### src/rtl/clk_div_sched_if.sv
// Run-control / configuration / status bundle for clk_div_sched.
// Optional feature macro: CLK_DIV_BURST_EN (adds burst_len / done).
// Signals:
//   start, stop, hold   run control requests (sampled every clock edge)
//   cfg_valid, cfg_sel  rate-select offer; cfg_ready accepts it
//   tick                one-cycle enable per divided period
//   clk_div_out         registered 50% duty divided output
//   busy                high while running or paused
//   tick_cnt            ticks since last start (wrapping)
//   burst_len, done     burst length / end-of-burst pulse (CLK_DIV_BURST_EN)
// Modports: master drives the requests, slave is the scheduler.
interface clk_div_sched_if #(
  parameter int unsigned SEL_W  = 2,
  parameter int unsigned TCNT_W = 8
);
  logic              start;
  logic              stop;
  logic              hold;
  logic              cfg_valid;
  logic [SEL_W-1:0]  cfg_sel;
  logic              cfg_ready;
  logic              tick;
  logic              clk_div_out;
  logic              busy;
  logic [TCNT_W-1:0] tick_cnt;
`ifdef CLK_DIV_BURST_EN
  logic [TCNT_W-1:0] burst_len;
  logic              done;

  modport master (
    output start, stop, hold, cfg_valid, cfg_sel, burst_len,
    input  cfg_ready, tick, clk_div_out, busy, tick_cnt, done
  );
  modport slave (
    input  start, stop, hold, cfg_valid, cfg_sel, burst_len,
    output cfg_ready, tick, clk_div_out, busy, tick_cnt, done
  );
`else
  modport master (
    output start, stop, hold, cfg_valid, cfg_sel,
    input  cfg_ready, tick, clk_div_out, busy, tick_cnt
  );
  modport slave (
    input  start, stop, hold, cfg_valid, cfg_sel,
    output cfg_ready, tick, clk_div_out, busy, tick_cnt
  );
`endif
endinterface

### src/rtl/clk_div_sched.sv
// Run-control and rate scheduler for the power-of-two clock divider.
// Owns a gated prescaler a; divide ratio is 2^(sel+1), from /2 to /2^CNT_W.
// Rate changes offered while running are held pending and applied on the
// edge that produces the next tick, so every period is whole.
// Optional feature macro: CLK_DIV_BURST_EN (stop after burst_len ticks).
// Ports:
//   clk_in    system clock, rising edge
//   rst       asynchronous active-high reset
//   sched_if  clk_div_sched_if.slave: control, config handshake, status
module clk_div_sched #(
  parameter int unsigned SEL_W  = 2,
  parameter int unsigned TCNT_W = 8
) (
  input logic                 clk_in,
  input logic                 rst,
  clk_div_sched_if.slave      sched_if
);

  localparam int unsigned CNT_W = 2 ** SEL_W;

  typedef enum logic [1:0] {
    ST_IDLE  = 2'd0,
    ST_RUN   = 2'd1,
    ST_PAUSE = 2'd2
  } state_e;

  state_e              state_q, state_d;
  logic [CNT_W-1:0]    a_q, a_d;
  logic [SEL_W-1:0]    sel_q, sel_d;
  logic                pend_q, pend_d;
  logic [SEL_W-1:0]    pend_sel_q, pend_sel_d;
  logic                tick_q, tick_d;
  logic                clk_div_q, clk_div_d;
  logic                busy_q, busy_d;
  logic                cfg_ready_q, cfg_ready_d;
  logic [TCNT_W-1:0]   tick_cnt_q, tick_cnt_d;
`ifdef CLK_DIV_BURST_EN
  logic [TCNT_W-1:0]   burst_q, burst_d;
  logic                done_q, done_d;
`endif

  logic                cfg_xfer;
  logic                wrap;
  logic                burst_end;
  logic [CNT_W-1:0]    mask;

  // State and output registers
  always_ff @(posedge clk_in or posedge rst) begin
    if (rst) begin
      state_q     <= ST_IDLE;
      a_q         <= '0;
      sel_q       <= '0;
      pend_q      <= 1'b0;
      pend_sel_q  <= '0;
      tick_q      <= 1'b0;
      clk_div_q   <= 1'b0;
      busy_q      <= 1'b0;
      cfg_ready_q <= 1'b1;
      tick_cnt_q  <= '0;
`ifdef CLK_DIV_BURST_EN
      burst_q     <= '0;
      done_q      <= 1'b0;
`endif
    end else begin
      state_q     <= state_d;
      a_q         <= a_d;
      sel_q       <= sel_d;
      pend_q      <= pend_d;
      pend_sel_q  <= pend_sel_d;
      tick_q      <= tick_d;
      clk_div_q   <= clk_div_d;
      busy_q      <= busy_d;
      cfg_ready_q <= cfg_ready_d;
      tick_cnt_q  <= tick_cnt_d;
`ifdef CLK_DIV_BURST_EN
      burst_q     <= burst_d;
      done_q      <= done_d;
`endif
    end
  end

  // Next-state and output logic
  always_comb begin
    state_d     = state_q;
    a_d         = a_q;
    sel_d       = sel_q;
    pend_d      = pend_q;
    pend_sel_d  = pend_sel_q;
    tick_d      = 1'b0;
    clk_div_d   = clk_div_q;
    busy_d      = busy_q;
    cfg_ready_d = cfg_ready_q;
    tick_cnt_d  = tick_cnt_q;
`ifdef CLK_DIV_BURST_EN
    burst_d     = burst_q;
    done_d      = 1'b0;
`endif

    cfg_xfer = sched_if.cfg_valid && cfg_ready_q;

    // Low sel+1 bits of the prescaler all ones marks the last cycle of a period
    for (int unsigned i = 0; i < CNT_W; i++) begin
      mask[i] = (i <= 32'(sel_q));
    end
    wrap = ((a_q & mask) == mask);

    // tick_q high means the previous edge produced a tick; end burst one edge later
`ifdef CLK_DIV_BURST_EN
    burst_end = tick_q && (burst_q != '0) && (tick_cnt_q == burst_q);
`else
    burst_end = 1'b0;
`endif

    case (state_q)
      ST_IDLE: begin
        if (cfg_xfer) sel_d = sched_if.cfg_sel;
        if (sched_if.start && !sched_if.stop) begin
          state_d    = ST_RUN;
          a_d        = '0;
          tick_cnt_d = '0;
          busy_d     = 1'b1;
`ifdef CLK_DIV_BURST_EN
          burst_d    = sched_if.burst_len;
`endif
        end
      end

      ST_RUN, ST_PAUSE: begin
        if (sched_if.stop || burst_end) begin
          state_d     = ST_IDLE;
          a_d         = '0;
          clk_div_d   = 1'b0;
          busy_d      = 1'b0;
          pend_d      = 1'b0;
          cfg_ready_d = 1'b1;
          // Any rate still in flight lands on entry to IDLE
          if (cfg_xfer)    sel_d = sched_if.cfg_sel;
          else if (pend_q) sel_d = pend_sel_q;
`ifdef CLK_DIV_BURST_EN
          done_d      = burst_end;
`endif
        end else begin
          if (cfg_xfer) begin
            if (state_q == ST_PAUSE) begin
              sel_d = sched_if.cfg_sel;
            end else begin
              pend_sel_d  = sched_if.cfg_sel;
              pend_d      = 1'b1;
              cfg_ready_d = 1'b0;
            end
          end
          if (sched_if.hold) begin
            state_d = ST_PAUSE;
          end else begin
            // The PAUSE->RUN edge counts, so a hold costs exactly its length
            state_d   = ST_RUN;
            a_d       = a_q + CNT_W'(1);
            tick_d    = wrap;
            clk_div_d = a_q[sel_q];
            if (wrap) begin
              tick_cnt_d = tick_cnt_q + TCNT_W'(1);
              if (pend_q) begin
                sel_d       = pend_sel_q;
                a_d         = '0;
                pend_d      = 1'b0;
                cfg_ready_d = 1'b1;
              end
            end
          end
        end
      end

      default: begin
        state_d = ST_IDLE;
      end
    endcase
  end

  assign sched_if.cfg_ready   = cfg_ready_q;
  assign sched_if.tick        = tick_q;
  assign sched_if.clk_div_out = clk_div_q;
  assign sched_if.busy        = busy_q;
  assign sched_if.tick_cnt    = tick_cnt_q;
`ifdef CLK_DIV_BURST_EN
  assign sched_if.done        = done_q;
`endif

endmodule

### src/flat_wrapper.sv
// flat-port wrapper written by rule: the top's interface ports become plain ports
module clk_div_sched_flat 
#(
  parameter int unsigned SEL_W  = 2,
  parameter int unsigned TCNT_W = 8
)
  (clk_in, rst, sched_if_start, sched_if_stop, sched_if_hold, sched_if_cfg_valid, sched_if_cfg_sel, sched_if_cfg_ready, sched_if_tick, sched_if_clk_div_out, sched_if_busy, sched_if_tick_cnt);
  clk_div_sched_if #(.SEL_W(SEL_W), .TCNT_W(TCNT_W)) sched_if_i ();
  input logic clk_in;
  input logic rst;
  input wire logic [$bits(sched_if_i.start)-1:0] sched_if_start;
  input wire logic [$bits(sched_if_i.stop)-1:0] sched_if_stop;
  input wire logic [$bits(sched_if_i.hold)-1:0] sched_if_hold;
  input wire logic [$bits(sched_if_i.cfg_valid)-1:0] sched_if_cfg_valid;
  input wire logic [$bits(sched_if_i.cfg_sel)-1:0] sched_if_cfg_sel;
  output wire logic [$bits(sched_if_i.cfg_ready)-1:0] sched_if_cfg_ready;
  output wire logic [$bits(sched_if_i.tick)-1:0] sched_if_tick;
  output wire logic [$bits(sched_if_i.clk_div_out)-1:0] sched_if_clk_div_out;
  output wire logic [$bits(sched_if_i.busy)-1:0] sched_if_busy;
  output wire logic [$bits(sched_if_i.tick_cnt)-1:0] sched_if_tick_cnt;
  assign sched_if_i.start = sched_if_start;
  assign sched_if_i.stop = sched_if_stop;
  assign sched_if_i.hold = sched_if_hold;
  assign sched_if_i.cfg_valid = sched_if_cfg_valid;
  assign sched_if_i.cfg_sel = sched_if_cfg_sel;
  assign sched_if_cfg_ready = sched_if_i.cfg_ready;
  assign sched_if_tick = sched_if_i.tick;
  assign sched_if_clk_div_out = sched_if_i.clk_div_out;
  assign sched_if_busy = sched_if_i.busy;
  assign sched_if_tick_cnt = sched_if_i.tick_cnt;
  clk_div_sched #(.SEL_W(SEL_W), .TCNT_W(TCNT_W)) u_core (.clk_in(clk_in), .rst(rst), .sched_if(sched_if_i));
endmodule
### config.mk
export PLATFORM = sky130hd
export DESIGN_NAME = clk_div_sched_flat
export DESIGN_NICKNAME = d
export VERILOG_FILES = /design/src/rtl/clk_div_sched_if.sv /design/src/rtl/clk_div_sched.sv /design/src/flat_wrapper.sv
export SDC_FILE = /design/constraint.sdc
export NUM_CORES = 1
export LEC_CHECK = 0
export CAP_MARGIN = 10
export CORE_ASPECT_RATIO = 2
export CORE_MARGIN = 2
export CORE_UTILIZATION = 30
export DETAILED_ROUTE_END_ITERATION = 10
export MAX_ROUTING_LAYER = met4
export PLACE_DENSITY = 0.51
export RECOVER_POWER = 100
export SETUP_SLACK_MARGIN = 0.15
export SLEW_MARGIN = 10
export SYNTH_ARGS = -nofsm -noshare
export SYNTH_HDL_FRONTEND = slang
export SYNTH_SLANG_ARGS = --single-unit
### constraint.sdc
create_clock -name clk_in -period 2.3 [get_ports clk_in]
set_input_delay 0.46 -clock clk_in [delete_from_list [all_inputs] [get_ports clk_in]]
set_output_delay 0.46 -clock clk_in [all_outputs]
set_load 0.02 [all_outputs]
After elaboration in Yosys (flattened, before gate mapping)

Index checks and enable logic that the tools add are counted.
W data, S select, Z words.

$add $sub $neg: 2
$lt $le $gt $ge: 4
Equality and inequality tests: 12
Mux-type cells: 47
Bitwise gates (word level): 3
Reduce and logical (&&, ||, !) cells: 12

Operators with widths:

| kind                  | number |
|---|---|
| $mux W8               | 4 |
| $mux W2               | 12 |
| $mux W1               | 20 |
| $mux W4               | 5 |
| $pmux W8 S2           | 1 |
| $reduce_and A3 Y1     | 3 |
| $add A8 B1 Y8 const B | 1 |
| $ne A2 B2 Y1 const B  | 4 |
| $pmux W2 S2           | 2 |
| $pmux W4 S2           | 1 |
| $ne A2 B1 Y1 const B  | 3 |
| $reduce_and A5 Y1     | 1 |
| $add A4 B1 Y4 const B | 1 |
| $and A4 B4 Y4         | 1 |
| $eq A4 B4 Y1          | 1 |
| $le A2 B2 Y1 const A  | 2 |
| $ne A4 B2 Y1 const B  | 1 |
| $reduce_and A4 Y1     | 1 |
| $lt A2 B3 Y1 const B  | 1 |
| $ne A3 B3 Y1 const B  | 1 |
| $bmux W1 S2           | 1 |
| $eq A2 B1 Y1 const B  | 1 |
| $eq A2 B2 Y1 const B  | 1 |
| $le A1 B2 Y1 const A  | 1 |
| other kinds (8)       | 10 |

Register bits: 23
Output and inout bits: 12

Longest topological paths before layout

Depth in word-level cells: 8
Mapped depth: 8

Worst setup path before layout

OpenSTA, ideal clock, no wires.

Path kind: register to register
Start: reg u_core.state_q[0]
End: reg u_core.tick_cnt_q[5], in the netlist u_core.sched_if.tick_cnt[5]
Library setup time: 0.121 ns
Data arrival time: 1.691 ns
Path slack: 0.488 ns
Stages on the path, launching flop included: 8
Buffers on the path: 1
Path through: dfrtp_1 -> inv_1 -> ha_1 -> clkbuf_1 -> o22a_1 -> nor3_4 -> a31oi_1 -> o22a_1

Longest elaborated chain between the ends: 4

Ends and longest elaborated chain:

| what                                           | RTL line             | source |
|---|---|---|
| start: declaration                             | clk_div_sched.sv:27  | `state_e state_q, state_d;` |
| start signal: assignment                       | clk_div_sched.sv:65  | `state_q <= state_d;` |
| $eq A2 B1 Y1 or $eq A2 B2 Y1 (tied branches)   | clk_div_sched.sv:114 | `case (state_q)` |
| $reduce_or A2 Y1                               | clk_div_sched.sv:114 |  |
| $ne A2 B1 Y1 (no line) (tied with other cells) | -                    |  |
| $reduce_and A5 Y1 (no line)                    | -                    |  |
| end signal: assignment                         | clk_div_sched.sv:74  | `tick_cnt_q <= tick_cnt_d;` |
| end: declaration                               | clk_div_sched.sv:36  | `logic [TCNT_W-1:0] tick_cnt_q, tick_cnt_d;` |

Parallel ways exist; a longest one is shown, timed or not.
A chain may end at the register's enable or synchronous reset.

Worst setup path in the final report

Start: reg u_core.cfg_ready_q, in the netlist u_core.sched_if.cfg_ready
End: out sched_if_cfg_ready

RTL lines:

| what                     | RTL line            | source |
|---|---|---|
| start: declaration       | clk_div_sched.sv:35 | `logic cfg_ready_q, cfg_ready_d;` |
| start signal: assignment | clk_div_sched.sv:73 | `cfg_ready_q <= cfg_ready_d;` |
| end: declaration         | flat_wrapper.sv:16  | `output wire logic [$bits(sched_if_i.cfg_ready)-1:0] sched_if_cfg_ready;` |

No word-level cell between the ends.

==> summary.md <==
| Metric | Value |
|---|---|
| CTS max path bufs | 2 |
| Int Pwr | 1.02 mW |
| Setup TNS | 0 ns |
| Final hold violations | 0 |
| WL final | 4080 um |
| Fin area | 1840 um2 |
| FFs w/ async S/R, synth | 1.00 |
| CTS Hold Bufs | 0 |
| Leakage power | 0.837 nW |
| Hpwl dp | 3200 um |
| Reg-to-reg endpoint | u_core.a_q[2]$_DFFE_PP0P_ |
| Endpoints failing setup | 0 |
| RSZ-0062 raised after global routing | no |
| PortBufs | 19 |
| Final setup margin | 0.294 ns |
| Combinational family with the most area after synthesis | simple AND/OR/NAND/NOR gates |
| Final-layout fill cell count | 509 |
| Final GP Congestion | 0.893 |
| Vias per cell | 5.54 |
| Pin count of the biggest net entering global routing | 24 |
| Clock Power Share | 0.145 |
| # H-tree levels | 1 |
| Critical Path Sink Type | primary output |
| Yosys reg bits | 23 |
| I/O Pins | 20 |
| Grt ovf | 0 |
| GRT Util Overall | 0.168 |
| # rows | 36 |
| Tightest Pin Transition | 1.32 ns |
| Sw Pwr | 0.816 mW |
| Worst EP arrival | 1.55 ns |
| Post-synth cell types | 52 |
| Switching Share | 0.443 |
| Worst-path cell chain | dlygate4sd3_1 |
| Critical path type | reg -> out |
| First-pass DRT Iterations | 4 |
| Period minus WS final | 2.01 ns |
| Vias | 1,351 |
| Pins Over Slew Limit | 0 |
| Core area | 4860 um2 |
| Main synth FF type | dfrtp_1 |
| R2r setup slk | 0.32 ns |
| Part of the Yosys area used for sequential elements | 0.380 |
| Die extent in x | 54.3 um |
| Synth Area per Inst | 9.48 um2 |
| Global-route wire length before repair | 6840 um |
| Most common cell after layout, fill and taps aside | dfrtp_1 |
| Final #Nets | 202 |
| WP data required | 1.84 ns |
| Clock buffer count from CTS | 3 |
| Warnings, synthesis | 0 |
| Post-synthesis adder-cell area fraction | 0.0495 |
| Synth Area in XOR/XNOR | 0 |
| Starting Density | 0.312 |
| Post-Route Utilization | 0.378 |
| Pre-CTS setup slack | 0.134 ns |
| Netlist Area Pre-Place | 1520 um2 |
| Reg clk slew, reported paths | 0.09 ns |
| Mux cell area share after synthesis | 0.0594 |
| CP Buf/Inv Count | 1 |
| Setup Skew | 0.00593 ns |
| Synth Area in Compound Gates | 0.229 |
| Synthesis-to-finish area growth | 21.2% |
| Initial antenna violation count | 0 |
| Critical path depth | 1 |
| Crit path launch type | flop |
| Ant diodes | 0 |
| R2R depth | 7 |
| Critical path startpoint | u_core.sched_if.cfg_ready$_DFFE_PP1N_ |
| Logic pwr share | 0.520 |
| Clock tree from TritonCTS | built |
| Max incr delay on CP | 0.69 ns |
| Vias in the first global route | 1,411 |
| Mapped Cells | 160 |
| Syn Nets | 174 |
| DRC marker count from the first detailed-route iteration | 24 |
| Worst flop-to-flop path startpoint | u_core.state_q[1]$_DFFE_PP0N_ |
| Layout cell share with drive strength beyond 1 | 0.139 |
| Routed Antenna Nets | 0 |
| Most frequent cells in the layout | dfrtp_1 (22), dlygate4sd3_1 (13), nand2_1 (12) |
| Crit path max-delay family | buffers and inverters |
| Max Clock Freq | 498 MHz |
| Clk sinks | 23 |
| Synth Area in Simple Gates | 0.233 |
| Hold Crit Class | reg -> reg |
| Worst-Skew Late Latency | 0.27 ns |
| Gates resized, CTS repair | 0 |
| Drc violations | 0 |
| Drt wl/cell | 16.7 um |
| CP endpoint | sched_if_cfg_ready |
| Die area | 5670 um2 |
| Die Y | 105 um |
| Status | finished, final reports clean |
| Clk root buf | clkbuf_8 |
| Total of max-cap violations | 0 |
| Worst VDD drop | 415 uV |
| DP Area | 1820 um2 |
| Fin Hold WS | 0.486 ns |
| Post-synth EDFFs | 0 |
| Crit-path max FO | 7 |
| Slowest CP cell | dlygate4sd3_1 |
| Sequential power share | 0.336 |
| Final Cycle Share | 0.872 |
| Pwr Density | 1000 nW/um2 |
| Postcts setup bufs | 0 |
| Slew margin rel. | 0.118 |
[worst min path at each step]
| stage | cells past startpoint | slack (ns) | end | start |
|---|---|---|---|---|
| floorplan | 1 | 0.46 | u_core.a_q[0]$_DFFE_PP0P_ | rst |
| global placement | 1 | 0.47 | u_core.sched_if.busy$_DFFE_PP0P_ | u_core.sched_if.busy$_DFFE_PP0P_ |
| detailed placement | 1 | 0.47 | u_core.sched_if.busy$_DFFE_PP0P_ | u_core.sched_if.busy$_DFFE_PP0P_ |
| CTS | 1 | 0.50 | u_core.sched_if.busy$_DFFE_PP0P_ | u_core.sched_if.busy$_DFFE_PP0P_ |
| global route | 1 | 0.53 | u_core.sched_if.busy$_DFFE_PP0P_ | u_core.sched_if.busy$_DFFE_PP0P_ |
| finish | 1 | 0.49 | u_core.sched_if.busy$_DFFE_PP0P_ | u_core.sched_if.busy$_DFFE_PP0P_ |
[synthesized netlist by cell type (all sizes together) (4+ instances only)]
library cell / count / area (um2)
nand3: 9 / 45.0
nand2: 13 / 56.3
o21ai: 10 / 50.0
a21o: 5 / 38.8
nor2: 8 / 30.0
dfrtp: 22 / 551
nor3: 5 / 36.3
inv: 10 / 37.5
ha: 6 / 75.1
nand2b: 4 / 32.5
a31oi: 4 / 25.0
a21oi: 9 / 45.0
[metal layers]
metal	global-route usage	up-vias	wire length (um)
met3	0.0129	9	100
met1	0.175	665	1490
met4	0.0786	0	132
met5	-	-	0
met2	0.299	30	2360
li1	-	647	-
[worst register-to-register path, stage by stage (launching register included)]
cell and delay, ns:
dfrtp_1 0.46, inv_1 0.07, ha_1 0.38, buf_4 0.23
nor2b_1 0.33, o21ai_0 0.20, a21oi_1 0.15, a21o_2 0.11
[area by class of cell]
class | instances | area, um2 | area share
inverter | 10 | 37.5 | 0.0204
multi-input combinational | 121 | 852 | 0.464
sequential | 23 | 577 | 0.314
timing repair buffer | 29 | 254 | 0.138
clock buffer | 3 | 41.3 | 0.0225
clock inverter | 1 | 5.00 | 0.00272
tap | 57 | 71.3 | 0.0388
[power groups by stage]
stage | clock network [mW] | registers (mW) | logic [mW]
global route | 0.293 | 0.632 | 1.07
CTS | 0.275 | 0.621 | 1.01
floorplan | 0 | 0.625 | 0.663
global placement | 0 | 0.623 | 0.985
detailed placement | 0 | 0.629 | 1.00
finish | 0.266 | 0.618 | 0.956
[logic make-up (layout without fill, tap and decap cells)]
logic type                 Yosys count  in the layout
and+or+nand+nor                     59             59
muxes                                7              7
DFF                                 23             23
buffers and inverters               16             43
AOI/OAI and AO/OA                   49             49
adders and majority gates            6              6
[metrics by stage]
| stage | total power, mW | instances |
|---|---|---|
| after global routing | 1.99 | 244 |
| after detailed placement | 1.63 | 240 |
| after global placement | 1.61 | 240 |
| final | 1.84 | 244 |
| after floorplan | 1.29 | 160 |
| after CTS | 1.90 | 244 |
[registers in the layout, summed over array words and instances (netlist names)]
signal	flops
u_core.sel_q	2
u_core.sched_if.busy	1
u_core.sched_if.clk_div_out	1
u_core.state_q	2
u_core.a_q	4
u_core.sched_if.cfg_ready	1
u_core.sched_if.tick_cnt	8
u_core.pend_q	1
u_core.sched_if.tick	1
u_core.pend_sel_q	2
Power figures use the tool's default switching activity.
==> edit (same flow settings) <==
`SEL_W` is set to 2 in 3 places; all go to 4.
--- a/src/rtl/clk_div_sched_if.sv
+++ b/src/rtl/clk_div_sched_if.sv
@@ -11,5 +11,5 @@
 // Modports: master drives the requests, slave is the scheduler.
 interface clk_div_sched_if #(
-  parameter int unsigned SEL_W  = 2,
+  parameter int unsigned SEL_W  = 4,
   parameter int unsigned TCNT_W = 8
 );
--- a/src/rtl/clk_div_sched.sv
+++ b/src/rtl/clk_div_sched.sv
@@ -9,5 +9,5 @@
 //   sched_if  clk_div_sched_if.slave: control, config handshake, status
 module clk_div_sched #(
-  parameter int unsigned SEL_W  = 2,
+  parameter int unsigned SEL_W  = 4,
   parameter int unsigned TCNT_W = 8
 ) (
--- a/src/flat_wrapper.sv
+++ b/src/flat_wrapper.sv
@@ -2,5 +2,5 @@
 module clk_div_sched_flat 
 #(
-  parameter int unsigned SEL_W  = 2,
+  parameter int unsigned SEL_W  = 4,
   parameter int unsigned TCNT_W = 8
 )
Ports: changed (resized sched_if_cfg_sel); port bits go from 20 to 22. The function was not compared with the original's and may differ.
==> edit against the original RTL <==
Total power is 83% higher; area after synthesis increased by 67%; first-iteration DRC count increased to 4.0 times the old value; setup slack lost 0.093 ns; sequential cell count is 16 higher; largest power group unchanged; core utilization is 0.99 points higher; worst hold slack gained 0.00082 ns; non-clock buffer count up 24; routed wire length increased by 68%; design area rose by 74%; clock power increased to 2.7 times the old value; final cell count is 68% higher; largest cell class unchanged; global-route usage down 0.61 points; sequential share of layout area is 0.69 points lower.
==> edit: results (changes against the original RTL) <==
Crit path max-delay cell type: mux4_2
Share of cells above drive strength 1: 21.1% (+7.2 points)
Top cells by area, synth: dfrtp_1 38%, nand2_1 4.6%, nor2_1 3.4%
Placer Congestion: 0.798 (-11%)
Reg clk slew, reported paths: 0.06 ns (-0.03 ns)
CTS Buffer Depth: 2 (unchanged)
Sw frac: 40.1% (-4.3 points)
CTS buffer count: 5 (+2)
Pre-CTS setup slack: -0.0655 ns (-0.199 ns)
Register area share after synthesis: 38.5% (+0.51 points)
Total number of vias: 2152 (+59%)
Hpwl dp: 5.47 mm (+71%)
Initial antenna violation count: 0 (unchanged)
Run status: complete, no violations
I/O Buffers: 21 (+2)
Yosys warns: 0 (unchanged)
CTS root buffer: clkbuf_16
Placed cells: 401 (+67%)
Top reg by flops: u_core.a_q
Vias in the first global route: 2278 (+61%)
Clock Latency Late Sink: 0.29 ns (+0.02 ns)
Max reg flops: 16 (+8)
VDD IR max: 0.000359 V (-13%)
Htree depth: 2 (+1)
Fin nets: 327 (+62%)
Drt first pass iters: 4 (unchanged)
Post-synth ARST share: 100% (unchanged)
Avg Synthesized Cell Area: 9.68 sq um (+2.1%)
Filler instances: 853 (+68%)
Post-synthesis cell type count: 60 (+15%)
Detail Route Antenna Nets: 0 (unchanged)
Worst path top cell family by delay: multiplexers
Global-route wire length before repair: 11.2 mm (+65%)
Skew final: 0.00966 ns (+0.00373 ns)
Area after DPL: 0.00303 sq mm (+66%)
Worst slew pin tran: 1.05 ns (-0.277 ns)
Area growth, synth to finish: 25.9%
Hold Crit Class: flip-flop to flip-flop
Initial DRC count: 96 (+300%)
Synth cell count leaders: 38 x dfrtp_1, 31 x nand2_1, 23 x nor2_1, 16 x o21ai_0
Diode count: 0 (unchanged)
LEAKAGE: 1.34 nW (+60%)
Vias per cell: 5.24 (-5.4%)
Syn_nets: 277 (+59%)
Routed wire length: 6.85 mm (+68%)
Worst-path fanout max: 7 (unchanged)
Worst path max stage delay: 0.50 ns (-0.19 ns)
Gr usage total: 16.2% (-0.61 points)
Pin count of the biggest net entering global routing: 40 (+67%)
-- edit: cell types whose count changed after synthesis, sizes merged, moves of 6 or more --
cell / delta
a221oi: +6
dfrtp: +16
nand2: +18
nor2: +17
o21ai: +7
xnor2: +6
xor2: +7
-- edit: logic make-up after synthesis --
logic type | share of synthesized area (%)
multiplexers | 8.59
buffers and inverters | 4.64
AO/OA/AOI/OAI | 20.0
AND/OR/NAND/NOR | 21.2
flip-flops | 38.5
adder cells (fa/ha/maj) | 2.47
XOR/XNOR | 4.49
-- edit: timing repair --
action | CTS | global route
pin swaps | 0 | 9
buffers inserted | 0 | 2
resized for setup | 1 | 16
setup endpoints to repair | 1 | 20
-- edit: area by class of cell --
| class | instances | share of cell area, % |
|---|---|---|
| Clock buffer | 7 | 4.47 |
| Multi-Input combinational cell | 200 | 45.8 |
| Timing Repair Buffer | 53 | 13.5 |
| Sequential cell | 39 | 30.7 |
| Inverter | 13 | 1.53 |
| Clock inverter | 1 | 0.157 |
| Tap cell | 98 | 3.84 |
-- edit: power by group through the flow --
| stage | Combinational [W] | Sequential (W) | Clock, W |
|---|---|---|---|
| after floorplan | 0.00108 | 0.000993 | 0 |
| after global placement | 0.00162 | 0.00106 | 0 |
| after detailed placement | 0.00163 | 0.00106 | 0 |
| after CTS | 0.00164 | 0.00105 | 0.000734 |
| after global routing | 0.00178 | 0.00108 | 0.000751 |
| final | 0.00161 | 0.00105 | 0.000712 |
-- edit: worst register-to-register path: stages (launching register included) --
cell and delay [ns]:
dfrtp_2 0.49, buf_4 0.18, mux4_2 0.48, mux4_2 0.50, nor3b_1 0.17, a21oi_2 0.10, o2bb2ai_1 0.07
-- edit: per-layer routing --
| layer | routed length [um] | vias up | global-route usage (%) |
|---|---|---|---|
| li1 | - | 1056 | - |
| met1 | 2270 | 1065 | 13.2 |
| met2 | 4340 | 25 | 33.7 |
| met3 | 97 | 6 | 2.18 |
| met4 | 143 | 0 | 7.84 |
| met5 | 0 | - | - |
-- edit: final timing paths --
| check | startpoint | end | slack, ns | depth (start not counted) |
|---|---|---|---|---|
| max in group asynchronous | rst | u_core.sel_q[0] | 0.63 | 3 |
| min reg2reg | u_core.sched_if.busy | u_core.sched_if.busy | 0.49 | 1 |
| min | u_core.sched_if.busy | u_core.sched_if.busy | 0.49 | 1 |
| max reg2reg | u_core.sel_q[0] | u_core.sched_if.clk_div_out | 0.20 | 6 |
| max | u_core.sel_q[0] | u_core.sched_if.clk_div_out | 0.20 | 6 |
| min in group asynchronous | rst | u_core.sched_if.clk_div_out | 0.94 | 3 |
